--- src/rtl/pomodoro_pkg.sv ---
// pomodoro_pkg
//   Shared encodings for the pomodoro sequencer and the elaboration-time
//   helper that turns a length in seconds into a packed BCD {mm,ss} value.
//   No ports; imported by pomodoro_sequencer.
package pomodoro_pkg;

   typedef enum logic [1:0] {
      PH_WORK  = 2'd0,
      PH_SHORT = 2'd1,
      PH_LONG  = 2'd2
   } phase_e;

   typedef enum logic [1:0] {
      ST_IDLE  = 2'd0,
      ST_RUN   = 2'd1,
      ST_PAUSE = 2'd2
   } state_e;

   // Returns {mm_tens, mm_ones, ss_tens, ss_ones}. Inputs up to 5999 s (99:59).
   function automatic logic [15:0] sec_to_bcd(input int unsigned sec);
      int unsigned mm;
      int unsigned ss;
      mm = sec / 60;
      ss = sec % 60;
      return {4'(mm / 10), 4'(mm % 10), 4'(ss / 10), 4'(ss % 10)};
   endfunction

endpackage

--- src/rtl/bcd_down_counter.sv ---
// bcd_down_counter
//   Four-digit BCD mm:ss down-counter, digit radixes (msd..lsd) 10/10/6/10.
//   Ports:
//     clk, rst        clock, async active-high reset (loads RST_VAL)
//     load, load_val  synchronous load, wins over dec
//     dec             decrement by one second with digit borrow
//     value           current {mm,ss} BCD value
//     zero_next       value is 00:01, so the next dec reaches 00:00
module bcd_down_counter #(
   parameter logic [15:0] RST_VAL = 16'h0000
) (
   input  logic        clk,
   input  logic        rst,
   input  logic        load,
   input  logic [15:0] load_val,
   input  logic        dec,
   output logic [15:0] value,
   output logic        zero_next
);

   logic [15:0] cnt_q;
   logic [15:0] cnt_d;
   logic        borrow;

   always_comb begin
      cnt_d  = cnt_q;
      borrow = 1'b0;
      if (load) begin
         cnt_d = load_val;
      end else if (dec) begin
         borrow = 1'b1;
         for (int i = 0; i < 4; i++) begin
            if (borrow) begin
               if (cnt_q[4*i +: 4] == 4'd0) begin
                  // digit 1 is seconds-tens, the only radix-6 digit
                  cnt_d[4*i +: 4] = (i == 1) ? 4'd5 : 4'd9;
               end else begin
                  cnt_d[4*i +: 4] = cnt_q[4*i +: 4] - 4'd1;
                  borrow          = 1'b0;
               end
            end
         end
      end
   end

   always_ff @(posedge clk or posedge rst) begin
      if (rst) cnt_q <= RST_VAL;
      else     cnt_q <= cnt_d;
   end

   assign value     = cnt_q;
   assign zero_next = (cnt_q == 16'h0001);

endmodule

--- src/rtl/pomodoro_sequencer.sv ---
// pomodoro_sequencer
//   Work / short-break / long-break countdown sequencer with BCD display
//   outputs and a BCD completed-session counter.
//   Ports:
//     clk, rst      clock, async active-high reset
//     start_pause   pulse: IDLE->RUN, RUN<->PAUSE
//     skip          pulse: abandon phase, load next phase, go IDLE
//     clr           pulse: synchronous return to reset state
//     mm_bcd/ss_bcd BCD minutes / seconds remaining
//     phase         0=WORK 1=SHORT 2=LONG
//     running       high in RUN
//     sess_bcd      completed work sessions, 4 BCD digits
//     done          one-cycle pulse alongside the 00:00 display
//
//   state    | meaning
//   ---------+-------------------------------------------------------
//   ST_IDLE  | phase time loaded, prescaler at 0, waiting for start
//   ST_RUN   | prescaler counting, one second decremented per tick
//   ST_PAUSE | counting frozen, prescaler value kept for mid-second resume
//
//   end_q marks the single cycle where 00:00 is shown; the next phase is
//   selected and loaded from it, so phase/wcnt change together with mm:ss.
module pomodoro_sequencer
   import pomodoro_pkg::*;
#(
   parameter int unsigned CLK_HZ     = 125_000_000,
   parameter int unsigned WORK_SEC   = 1500,
   parameter int unsigned SHORT_SEC  = 300,
   parameter int unsigned LONG_SEC   = 900,
   parameter int unsigned LONG_EVERY = 4,
   parameter int unsigned AUTO_START = 0
) (
   input  logic        clk,
   input  logic        rst,
   input  logic        start_pause,
   input  logic        skip,
   input  logic        clr,
   output logic [7:0]  mm_bcd,
   output logic [7:0]  ss_bcd,
   output logic [1:0]  phase,
   output logic        running,
   output logic [15:0] sess_bcd,
   output logic        done
);

   localparam logic [15:0] WORK_BCD  = sec_to_bcd(WORK_SEC);
   localparam logic [15:0] SHORT_BCD = sec_to_bcd(SHORT_SEC);
   localparam logic [15:0] LONG_BCD  = sec_to_bcd(LONG_SEC);
   localparam int          PW        = (CLK_HZ > 1) ? $clog2(CLK_HZ) : 1;
   localparam logic [PW-1:0] PRESC_TC  = PW'(CLK_HZ - 1);
   localparam logic [3:0]    WCNT_LAST = 4'(LONG_EVERY - 1);

   state_e        state_q, state_d;
   phase_e        phase_q, phase_d;
   logic [3:0]    wcnt_q, wcnt_d;
   logic [15:0]   sess_q, sess_d;
   logic [PW-1:0] presc_q, presc_d;
   logic          done_q, done_d;
   logic          end_q, end_d;

   logic          cnt_load;
   logic          cnt_dec;
   logic [15:0]   cnt_load_val;
   logic [15:0]   cnt_val;
   logic          cnt_zero_next;
   logic          tick;
   logic [15:0]   sess_inc;
   logic          carry;

   function automatic logic [15:0] phase_time(input phase_e p);
      case (p)
         PH_SHORT: return SHORT_BCD;
         PH_LONG:  return LONG_BCD;
         default:  return WORK_BCD;
      endcase
   endfunction

   bcd_down_counter #(
      .RST_VAL (WORK_BCD)
   ) u_cnt (
      .clk       (clk),
      .rst       (rst),
      .load      (cnt_load),
      .load_val  (cnt_load_val),
      .dec       (cnt_dec),
      .value     (cnt_val),
      .zero_next (cnt_zero_next)
   );

   assign tick = (presc_q == PRESC_TC);

   // 9999 wraps to 0000 because the carry simply falls off the top digit
   always_comb begin
      sess_inc = sess_q;
      carry    = 1'b1;
      for (int i = 0; i < 4; i++) begin
         if (carry) begin
            if (sess_q[4*i +: 4] == 4'd9) begin
               sess_inc[4*i +: 4] = 4'd0;
            end else begin
               sess_inc[4*i +: 4] = sess_q[4*i +: 4] + 4'd1;
               carry              = 1'b0;
            end
         end
      end
   end

   always_comb begin
      state_d      = state_q;
      phase_d      = phase_q;
      wcnt_d       = wcnt_q;
      sess_d       = sess_q;
      presc_d      = presc_q;
      done_d       = 1'b0;
      end_d        = 1'b0;
      cnt_load     = 1'b0;
      cnt_dec      = 1'b0;
      cnt_load_val = WORK_BCD;

      if (clr) begin
         state_d  = ST_IDLE;
         phase_d  = PH_WORK;
         wcnt_d   = '0;
         sess_d   = '0;
         presc_d  = '0;
         cnt_load = 1'b1;
      end else if (skip) begin
         phase_d      = (phase_q == PH_WORK) ? PH_SHORT : PH_WORK;
         state_d      = ST_IDLE;
         presc_d      = '0;
         cnt_load     = 1'b1;
         cnt_load_val = phase_time(phase_d);
      end else if (end_q) begin
         if (phase_q == PH_WORK) begin
            if (wcnt_q == WCNT_LAST) begin
               phase_d = PH_LONG;
               wcnt_d  = '0;
            end else begin
               phase_d = PH_SHORT;
               wcnt_d  = wcnt_q + 4'd1;
            end
         end else begin
            phase_d = PH_WORK;
         end
         cnt_load     = 1'b1;
         cnt_load_val = phase_time(phase_d);
         state_d      = (AUTO_START != 0) ? ST_RUN : ST_IDLE;
      end else if (state_q == ST_RUN) begin
         if (tick && cnt_zero_next) begin
            cnt_dec = 1'b1;
            done_d  = 1'b1;
            end_d   = 1'b1;
            presc_d = '0;
            if (phase_q == PH_WORK) sess_d = sess_inc;
         end else if (start_pause) begin
            // prescaler is frozen as-is so resume continues mid-second
            state_d = ST_PAUSE;
         end else if (tick) begin
            presc_d = '0;
            cnt_dec = 1'b1;
         end else begin
            presc_d = presc_q + 1'b1;
         end
      end else if (start_pause) begin
         state_d = ST_RUN;
      end
   end

   always_ff @(posedge clk or posedge rst) begin
      if (rst) begin
         state_q <= ST_IDLE;
         phase_q <= PH_WORK;
         wcnt_q  <= '0;
         sess_q  <= '0;
         presc_q <= '0;
         done_q  <= 1'b0;
         end_q   <= 1'b0;
      end else begin
         state_q <= state_d;
         phase_q <= phase_d;
         wcnt_q  <= wcnt_d;
         sess_q  <= sess_d;
         presc_q <= presc_d;
         done_q  <= done_d;
         end_q   <= end_d;
      end
   end

   assign mm_bcd   = cnt_val[15:8];
   assign ss_bcd   = cnt_val[7:0];
   assign phase    = phase_q;
   assign running  = (state_q == ST_RUN);
   assign sess_bcd = sess_q;
   assign done     = done_q;

endmodule

--- config.mk ---
export PLATFORM = sky130hd
export DESIGN_NAME = pomodoro_sequencer
export DESIGN_NICKNAME = d
export VERILOG_FILES = /design/src/rtl/pomodoro_pkg.sv /design/src/rtl/bcd_down_counter.sv /design/src/rtl/pomodoro_sequencer.sv
export SDC_FILE = /design/constraint.sdc
export NUM_CORES = 1
export LEC_CHECK = 0
export BUFFER_PORTS_ARGS = -buffer_cell sky130_fd_sc_hd__buf_2
export CAP_MARGIN = 20
export CELL_PAD_IN_SITES_DETAIL_PLACEMENT = 1
export CELL_PAD_IN_SITES_GLOBAL_PLACEMENT = 2
export CORE_UTILIZATION = 40
export DETAILED_ROUTE_END_ITERATION = 12
export PLACE_DENSITY_LB_ADDON = 0.1
export SLEW_MARGIN = 20
export SYNTH_ARGS = -nofsm -noshare
export SYNTH_HDL_FRONTEND = slang
export SYNTH_SLANG_ARGS = --single-unit
--- constraint.sdc ---
create_clock -name clk -period 6.1 [get_ports clk]
set_clock_uncertainty 0.05 [all_clocks]
set_input_delay 1.22 -clock clk [delete_from_list [all_inputs] [get_ports clk]]
set_output_delay 1.22 -clock clk [all_outputs]
set_load 0.05 [all_outputs]
==> flow_summary_export.csv, run 1 <==
group,metric,value,unit
logic_synthesis,ys_ff_latch,68,
logic_synthesis,ys_types,62,
place,place_ws,2.65,ns
place,placed_area,0.00456,sq mm
logic_synthesis,seq_area_frac_synth,40.2,%
clocking,insertion_delay,0.36,ns
floorplan,start_util,41.1,%
finish,final_nets,516,
clocking,cts_max_level,3,
setup_path,r2r-end,"presc_q[21]",
global_route,grtUsageMet2,34.7,%
detailed_routing,drt.antenna.violating_nets,0,
floorplan,core-area,0.0103,sq mm
place,dp_hpwl,7830,microns
setup_path,critPathKind,"input port to flop",
detailed_routing,drt-total-wl,11100,microns
global_route,grt.busiest_layer,"met2",
timing,max_slew.worst_pin.slew,0.856,ns
logic_synthesis,synth_edf_count,0,
detailed_routing,firstDrtPassIters,4,
detailed_routing,vias,3632,
floorplan,dieHeight,105,microns
logic_synthesis,ys_warn_count,0,
clocking,cts.sinks,68,
pwr,ir_drop,0.0000807,V
setup_path,critical_path_arrival,3.33,ns
logic_synthesis,avgSynthCellArea,9.26,sq um
finish,design_area,0.00473,sq mm
global_route,grt-ovfl-total,0,
clocking,numCtsBuffers,9,
clocking,cts_resized,0,
global_route,grt_pass1_vias,3734,
timing,hold_viol,0,
clocking,cts_root_buf,"clkbuf_8",
clocking,clk_pin_slew,0.07,ns
global_route,met1_usage,28.7,%
detailed_routing,first_iter_violations,119,
setup_path,cpPeakStageDelay,0.74,ns
global_route,grt_pass1_wl,18900,microns
global_route,track_usage,21.5,%
status,status,"finished, final reports clean",
logic_synthesis,syn_inst,458,
setup_path,ff2ff_path_depth,7,
global_route,use_met3,3.87,%
timing,fmax,0.322,GHz
timing,min_period_over_period,50.9,%
clocking,clockBufferDepth,2,
logic_synthesis,yosysTopAreaCell,"dfrtp_1",
setup_path,required,6.32,ns
setup_path,end_kind,"flop",
detailed_routing,drc,0,
setup_path,r2r_setup_slack,3.16,ns
global_route,antenna_found_initial,0,
hold_path,holdPathStages,1,
clocking,ctsHoldBuffers,0,
hold_path,hp-class,"flop to flop",
hold_path,min_to,"presc_q[0]",
setup_path,startpoint_type,"input port",
finish,final_cell_mix,"dfrtp_1, buf_2, nand2_1, a21oi_1, nand3_1",
logic_synthesis,ys_dominant_reg_cell,"dfrtp_1",
detailed_routing,wl_per_cell,17.5,microns
floorplan,die_w,105,microns
floorplan,dieArea,0.0110,sq mm
place,place.gp.congestion,0.780,
timing,rsz0062_at_grt,"false",
detailed_routing,drt-vias-per-instance,5.73,
timing,relSlewSlack,42.6,%
setup_path,timing.rr.start,"u_cnt.value[1]",
floorplan,ioPinCount,41,
logic_synthesis,synth.top_cells.by_area,"dfrtp_1, ha_1, a21oi_1",
timing,fin_hold_ws,0.477,ns
floorplan,row_count,37,
logic_synthesis,syn-cell-area,0.00424,sq mm
timing,tns,0,ns
finish,drive_above_1_share,16.9,%
finish,final_common_cell,"dfrtp_1",
job,cap_violations,0,
timing,final.min_clock_period,3.11,ns
logic_synthesis,synth_nets,479,
logic_synthesis,ys_async_sr_fraction,100,%
place,numPortBuffers,40,
pwr,leakagePower,2.00,nW
logic_synthesis,yosysTopAreaCellShare,38.4,%
timing,slew_violations,0,
timing,fin_ws,2.99,ns
clocking,cts_tree,"done",
setup_path,crit_chain,"buf_2 -> or2_2 -> nor2_1 -> buf_4 -> a211oi_1 -> nand4_1 -> mux2i_1",
clocking,postCtsSetupBuffers,0,
setup_path,critPathSlowestCell,"a211oi_1",
hold_path,worstHoldStart,"presc_q[0]",
global_route,grt_max_degree,53,
finish,area_growth,11.7,%
pwr,power_density,182,mW/mm^2
timing,setup_violations,0,
finish,diodes,0,
setup_path,path_max_fanout,26,
final cells by class:
cell class | instances | area, sq um
clock inverter | 2 | 10.0
tap | 136 | 170
fill | 1204 | 5590
inverter | 25 | 93.8
clock buffer | 12 | 165
timing repair buffer | 45 | 238
sequential | 68 | 1710
multi-input combinational | 346 | 2350
cell usage after synthesis, types with 3 or more instances:
cell type	count
a21o_1	3
o21ai_0	11
a21oi_1	35
inv_1	25
nor4_1	9
nand3_1	33
nand4_1	12
dfstp_2	3
a22oi_1	3
nand3b_1	10
or2_2	3
nand4_2	3
nand2_1	35
or4_1	8
buf_2	5
and3_1	8
nor3b_1	5
dfrtp_1	65
clkbuf_1	11
ha_1	16
xnor2_1	8
and4_1	6
nor2_1	31
mux2i_1	15
a211oi_1	6
nor3_1	18
or3_1	12
o211ai_1	3
and3b_1	3
o31ai_1	4
and2_1	3
a31oi_1	3
nand2b_1	3
xor2_1	5
how the worst max path moves through the flow:
| stage | slack [ns] | endpoint | from |
|---|---|---|---|
| final | 2.99 | presc_q[10] | clr |
| after global routing | 2.72 | presc_q[10] | start_pause |
| after CTS | 3.04 | presc_q[10] | clr |
| after floorplan | 3.12 | end_q | rst |
| after global placement | 2.79 | presc_q[10] | clr |
| after detailed placement | 2.65 | presc_q[10] | clr |
registers in the layout, indices dropped and copies added, names as in the netlist:
name and count:
u_cnt.value 16, end_q 1, phase 2, wcnt_q 4, sess_bcd 16, presc_q 27
state_q 2
worst max-delay path: cells and delay by family:
family | cells | cell delay (ns)
AOI/OAI and AO/OA | 1 | 0.74
buffers and inverters | 2 | 0.64
muxes | 1 | 0.19
and+or+nand+nor | 3 | 0.53
per-layer routing:
metal  wire length [microns]  part of all wire [%]  vias up
li1                        -                     -     1768
met1                    5410                    49     1808
met2                    5240                    47       44
met3                     269                   2.4       12
met4                     159                   1.4        0
met5                       0                     0        -
per-stage QoR:
step	std cells	util, %	power [mW]
after detailed placement	620	44.2	0.520
after global placement	620	44.2	0.519
final	634	45.9	0.860
after floorplan	458	-	0.504
after global routing	634	45.9	0.894
after CTS	634	45.9	0.875
logic make-up after synthesis:
family                   share of synthesized area [%]
adder cells (fa/ha/maj)                           4.72
buffers and inverters                             4.31
multiplexers                                      3.81
AND/OR/NAND/NOR                                   30.4
XOR/XNOR                                          2.69
flip-flops                                        40.2
AO/OA/AOI/OAI                                     13.9
report_power, final:
part / leakage, nW / switching, mW / total, mW / internal [mW]
logic: 0.970 / 0.0402 / 0.0521 / 0.0119
registers: 0.937 / 0.00435 / 0.458 / 0.454
clock network: 0.0941 / 0.175 / 0.350 / 0.175
(Power assumes the default switching activity.)
==> run 2: changes to the inputs <==
Settings changed: CORE_UTILIZATION 40 to 37.
Clock period 6.1 ns to 2.9 ns, I/O delays scaled along.
==> run 2 against run 1 <==
  * First-iteration DRC count grew 15%
  * Cell count increased by 3.5%
  * Setup slack got worse by 2.7 ns
  * Clock-buffer cell count is 3 higher
  * Global-route usage grew 0.31 points
  * Via count is 3.4% higher
  * Critical path depth unchanged
  * Die area grew 7.9%
  * Utilization decreased by 0.38 points
  * Hold slack lost 0.25 ns
  * Register-to-register slack got worse by 2.9 ns
==> flow_summary_export.csv, run 2 (synthesized netlist as in run 1, its figures left out) <==
group,metric,value,unit
detailed_routing,drt-vias-per-instance,5.72,
timing,fmax,0.377,GHz
clocking,cts_resized,0,
setup_path,startpoint_type,"flop",
detailed_routing,wl_per_cell,17.7,microns
timing,relSlewSlack,55.6,%
clocking,clockBufferDepth,2,
floorplan,core-area,0.0110,sq mm
timing,final.min_clock_period,2.65,ns
clocking,cts_tree,"done",
pwr,p_switching,508,uW
place,place.gp.congestion,0.775,
clocking,cts.sinks,68,
timing,rsz0062_at_grt,"false",
clocking,cts_root_buf,"clkbuf_16",
hold_path,hp-class,"input port to async pin",
place,dp_hpwl,8400,microns
finish,largest_reg_flops,27,
global_route,antenna_found_initial,0,
job,cap_violations,0,
pwr,seq_power_share,43.7,%
timing,hold_viol,0,
detailed_routing,drt.antenna.violating_nets,0,
timing,max_slew.worst_pin.slew,0.666,ns
finish,drive_above_1_share,19.0,%
global_route,grt-ovfl-total,0,
place,numPortBuffers,40,
pwr,ir_drop,0.000252,V
detailed_routing,vias,3755,
setup_path,required,3.11,ns
finish,fill_cells,1301,
setup_path,ff2ff_path_depth,7,
detailed_routing,firstDrtPassIters,4,
pwr,leakagePower,2.14,nW
timing,tns,0,ns
clocking,cts_max_level,3,
clocking,ctsHoldBuffers,0,
timing,fin_ws,0.245,ns
finish,final_cell_mix,"dfrtp_1, buf_2, nand2_1, a21oi_1, nand3_1",
global_route,grt_pass1_wl,19800,microns
floorplan,row_count,38,
detailed_routing,first_iter_violations,137,
setup_path,path_max_fanout,18,
pwr,power,2.21,mW
setup_path,r2r-end,"u_cnt.value[9]",
floorplan,start_util,38.6,%
status,status,"finished, final reports clean",
clocking,clk_pin_slew,0.06,ns
timing,min_period_over_period,91.6,%
pwr,p_int,1.70,mW
finish,top_register,"presc_q",
global_route,track_usage,21.8,%
setup_path,crit_chain,"inv_1 -> ha_1 -> nor4b_4 -> and4_1 -> o2111ai_4 -> or4_1 -> a21oi_1",
timing,slew_violations,0,
setup_path,r2r_setup_slack,0.25,ns
global_route,grt_max_degree,48,
finish,diodes,0,
finish,area_growth,17.8,%
finish,final_nets,532,
pwr,pwr-share-clk,50.9,%
floorplan,die_w,109,microns
pwr,pwr-share-comb,5.4,%
place,place_ws,0.277,ns
detailed_routing,drt-total-wl,11600,microns
clocking,postCtsSetupBuffers,0,
floorplan,dieArea,0.0119,sq mm
floorplan,dieHeight,109,microns
setup_path,cpPeakStageDelay,0.58,ns
pwr,power_density,443,mW/mm^2
clocking,numCtsBuffers,9,
global_route,grt_pass1_vias,3847,
setup_path,end_kind,"flop",
timing,setup_violations,0,
finish,final_common_cell,"dfrtp_1",
setup_path,critPathKind,"flop to flop",
clocking,insertion_delay,0.34,ns
detailed_routing,drc,0,
setup_path,critical_path_arrival,2.86,ns
pwr,switching_share,22.9,%
setup_path,critPathSlowestCell,"or4_1",
floorplan,ioPinCount,41,
setup_path,timing.rr.start,"u_cnt.value[4]",
run 2: worst max path at each step:
stage | end | slack, ns | cells past startpoint | start
after global routing | sess_bcd[14] | 0.04 | 7 | u_cnt.value[4]
after global placement | u_cnt.value[9] | 0.32 | 7 | u_cnt.value[4]
after detailed placement | sess_bcd[14] | 0.28 | 7 | u_cnt.value[4]
final | u_cnt.value[9] | 0.25 | 7 | u_cnt.value[4]
after CTS | u_cnt.value[9] | 0.22 | 7 | u_cnt.value[4]
after floorplan | presc_q[21] | 0.40 | 9 | u_cnt.value[8]
run 2: layout make-up:
type,instances,area (sq um),area share [%]
well taps,140,175,3.51
multi-input cells,346,2350,47.1
clock buffers,15,268,5.36
clock inverters,1,30.0,0.601
inverters,25,93.8,1.88
flip-flops and latches,68,1710,34.1
repair buffers,61,370,7.41
run 2: critical path, delay by kind of cell (launching register included):
kind / cells / cell delay, ns
simple gates: 3 / 1.34
compound gates: 2 / 0.47
flops: 1 / 0.40
fa+ha+maj: 1 / 0.22
buf+inv: 1 / 0.09
run 2: routing by layer:
layer  part of all wire [%]  GRT usage (%)
met1                     46           27.5
met2                     50           36.8
met3                    2.8           4.96
met4                    1.3           6.76
met5                      0              0
run 2: per-stage QoR:
| stage | instance area (sq um) | cells | utilization [%] | hold WS, ns |
|---|---|---|---|---|
| floorplan | 4240 | 458 | - | 0.428 |
| global placement | 4700 | 640 | 42.8 | 0.440 |
| detailed placement | 4700 | 640 | 42.8 | 0.463 |
| CTS | 4990 | 656 | 45.5 | 0.240 |
| global route | 4990 | 656 | 45.5 | 0.259 |
| finish | 4990 | 656 | 45.5 | 0.223 |
run 2: power by group through the flow:
stage	registers, mW	logic [mW]	clock network (mW)
after floorplan	0.992	0.0676	0
after global placement	0.983	0.121	0
after detailed placement	0.983	0.122	0
after CTS	0.966	0.122	1.16
after global routing	0.967	0.134	1.21
final	0.966	0.120	1.13
==> run 3: changes to the inputs <==
Settings changed: BUFFER_PORTS_ARGS -buffer_cell sky130_fd_sc_hd__buf_2 to unset, CORE_UTILIZATION 37 to 40, DONT_BUFFER_PORTS set to 1, REMOVE_ABC_BUFFERS set to 1.
==> run 3 against run 2 <==
  * Critical endpoint is now u_cnt.value[6]
  * Flip-flop and latch count stayed put
  * First-iteration DRC count is 2.9% higher
  * Critical path depth is the same
  * Critical path type unchanged
  * Combinational power shrank 15%
  * Highest routed layer unchanged
  * Cell count decreased by 3.7%
  * Cell area fell by 3.0%
  * Via count shrank 1.2%
  * Clock-buffer cell count is 3 lower
==> flow_summary_export.csv, run 3 (synthesized netlist as in run 1, its figures left out) <==
group,metric,value,unit
status,status,"finished, final reports clean",
setup_path,cpPeakStageDelay,0.54,ns
timing,fin_hold_ws,0.133,ns
clocking,cts_root_buf,"clkbuf_8",
global_route,grt-ovfl-total,0,
finish,design_area,0.00484,sq mm
clocking,ctsHoldBuffers,0,
place,placed_area,0.00464,sq mm
detailed_routing,vias,3709,
timing,setup_violations,0,
pwr,ir_drop,0.000167,V
pwr,leakagePower,2.00,nW
timing,fmax,0.375,GHz
global_route,track_usage,23.0,%
setup_path,path_max_fanout,11,
finish,layoutNonFillerInstCount,632,
global_route,grt_pass1_vias,3909,
pwr,power_density,392,mW/mm^2
finish,drive_above_1_share,16.3,%
floorplan,ioPinCount,41,
global_route,grt_pass1_wl,20100,microns
detailed_routing,firstDrtPassIters,4,
global_route,antenna_found_initial,0,
clocking,clk_pin_slew,0.08,ns
finish,area_growth,14.3,%
detailed_routing,drt-vias-per-instance,5.87,
finish,fin_util,46.9,%
global_route,grt_max_degree,69,
timing,relSlewSlack,50.1,%
place,numPortBuffers,0,
setup_path,startpoint_type,"flop",
clocking,cts_max_level,3,
timing,final.min_clock_period,2.67,ns
clocking,cts_resized,0,
setup_path,critPathKind,"flop to flop",
clocking,clockBufferDepth,2,
timing,max_slew.worst_pin.slew,0.729,ns
detailed_routing,first_iter_violations,141,
floorplan,start_util,41.1,%
detailed_routing,wl_per_cell,18.3,microns
setup_path,r2r_setup_slack,0.23,ns
setup_path,end_kind,"flop",
floorplan,dieArea,0.0110,sq mm
detailed_routing,drt.antenna.violating_nets,0,
place,place.gp.congestion,0.757,
floorplan,die_w,105,microns
timing,min_period_over_period,91.9,%
finish,top_register,"presc_q",
timing,slew_violations,0,
setup_path,critPathSlowestCell,"and4_1",
detailed_routing,drt-total-wl,11600,microns
floorplan,dieHeight,105,microns
clocking,insertion_delay,0.36,ns
job,cap_violations,0,
hold_path,hp-class,"input port to async pin",
clocking,postCtsSetupBuffers,0,
timing,rsz0062_at_grt,"false",
clocking,cts_tree,"done",
finish,diodes,0,
floorplan,row_count,37,
finish,final_common_cell,"dfrtp_1",
setup_path,critical_path_arrival,2.85,ns
clocking,cts.sinks,68,
finish,final_nets,512,
clocking,numCtsBuffers,9,
detailed_routing,drc,0,
finish,largest_reg_flops,27,
finish,final_cell_mix,"dfrtp_1, buf_4, nand2_1, a21oi_1, nand3_1",
timing,hold_viol,0,
floorplan,core-area,0.0103,sq mm
setup_path,crit_chain,"ha_1 -> and4b_1 -> and4_1 -> o2111ai_4 -> buf_4 -> o311ai_0 -> nand2_1",
place,dp_hpwl,8180,microns
setup_path,required,3.08,ns
place,placedCellCount,616,
timing,tns,0,ns
==> run 3: per-layer routing <==
layer  GRT usage (%)  routed length (microns)
met4            10.5                      252
met1            31.4                     5730
met5               0                        0
met3            4.05                      401
met2            35.4                     5200
==> run 3: metrics by stage <==
step	power [mW]	setup WS, ns
2_1_floorplan	1.05	0.227
3_3_place_gp	1.09	0.380
3_5_place_dp	1.09	0.276
4_1_cts	1.92	0.260
5_1_grt	1.96	0.0491
6_report	1.90	0.234
==> run 3: path summary, 6_finish.rpt <==
kind | start | to | cells past startpoint
min in group clk | clr | wcnt_q[3] | 1
max in group asynchronous | rst | u_cnt.value[8] | 2
max reg2reg | presc_q[0] | u_cnt.value[6] | 7
min | rst | presc_q[17] | 2
max | presc_q[0] | u_cnt.value[6] | 7
min reg2reg | presc_q[3] | presc_q[3] | 1
==> run 3: power by group <==
group | switching [mW] | leakage [nW] | internal [mW] | total (mW)
logic | 0.0741 | 0.956 | 0.0278 | 0.102
clock network | 0.386 | 0.102 | 0.442 | 0.828
registers | 0.0133 | 0.937 | 0.955 | 0.968
total | 0.473 | 2.00 | 1.42 | 1.90
==> run 3: critical path: cells and delay by family, from the launching register on <==
kind                       cells  cell delay (ns)
and+or+nand+nor                3             0.86
AOI/OAI and AO/OA              2             0.67
DFF                            1             0.41
adders and majority gates      1             0.28
buffers and inverters          1             0.27
==> run 3: layout make-up <==
cell class,count,area [sq um]
timing repair buffer,41,320
fill,1199,5480
sequential,68,1710
multi-input combinational,346,2350
clock inverter,4,47.5
inverter,25,93.8
clock buffer,12,155
tap,136,170
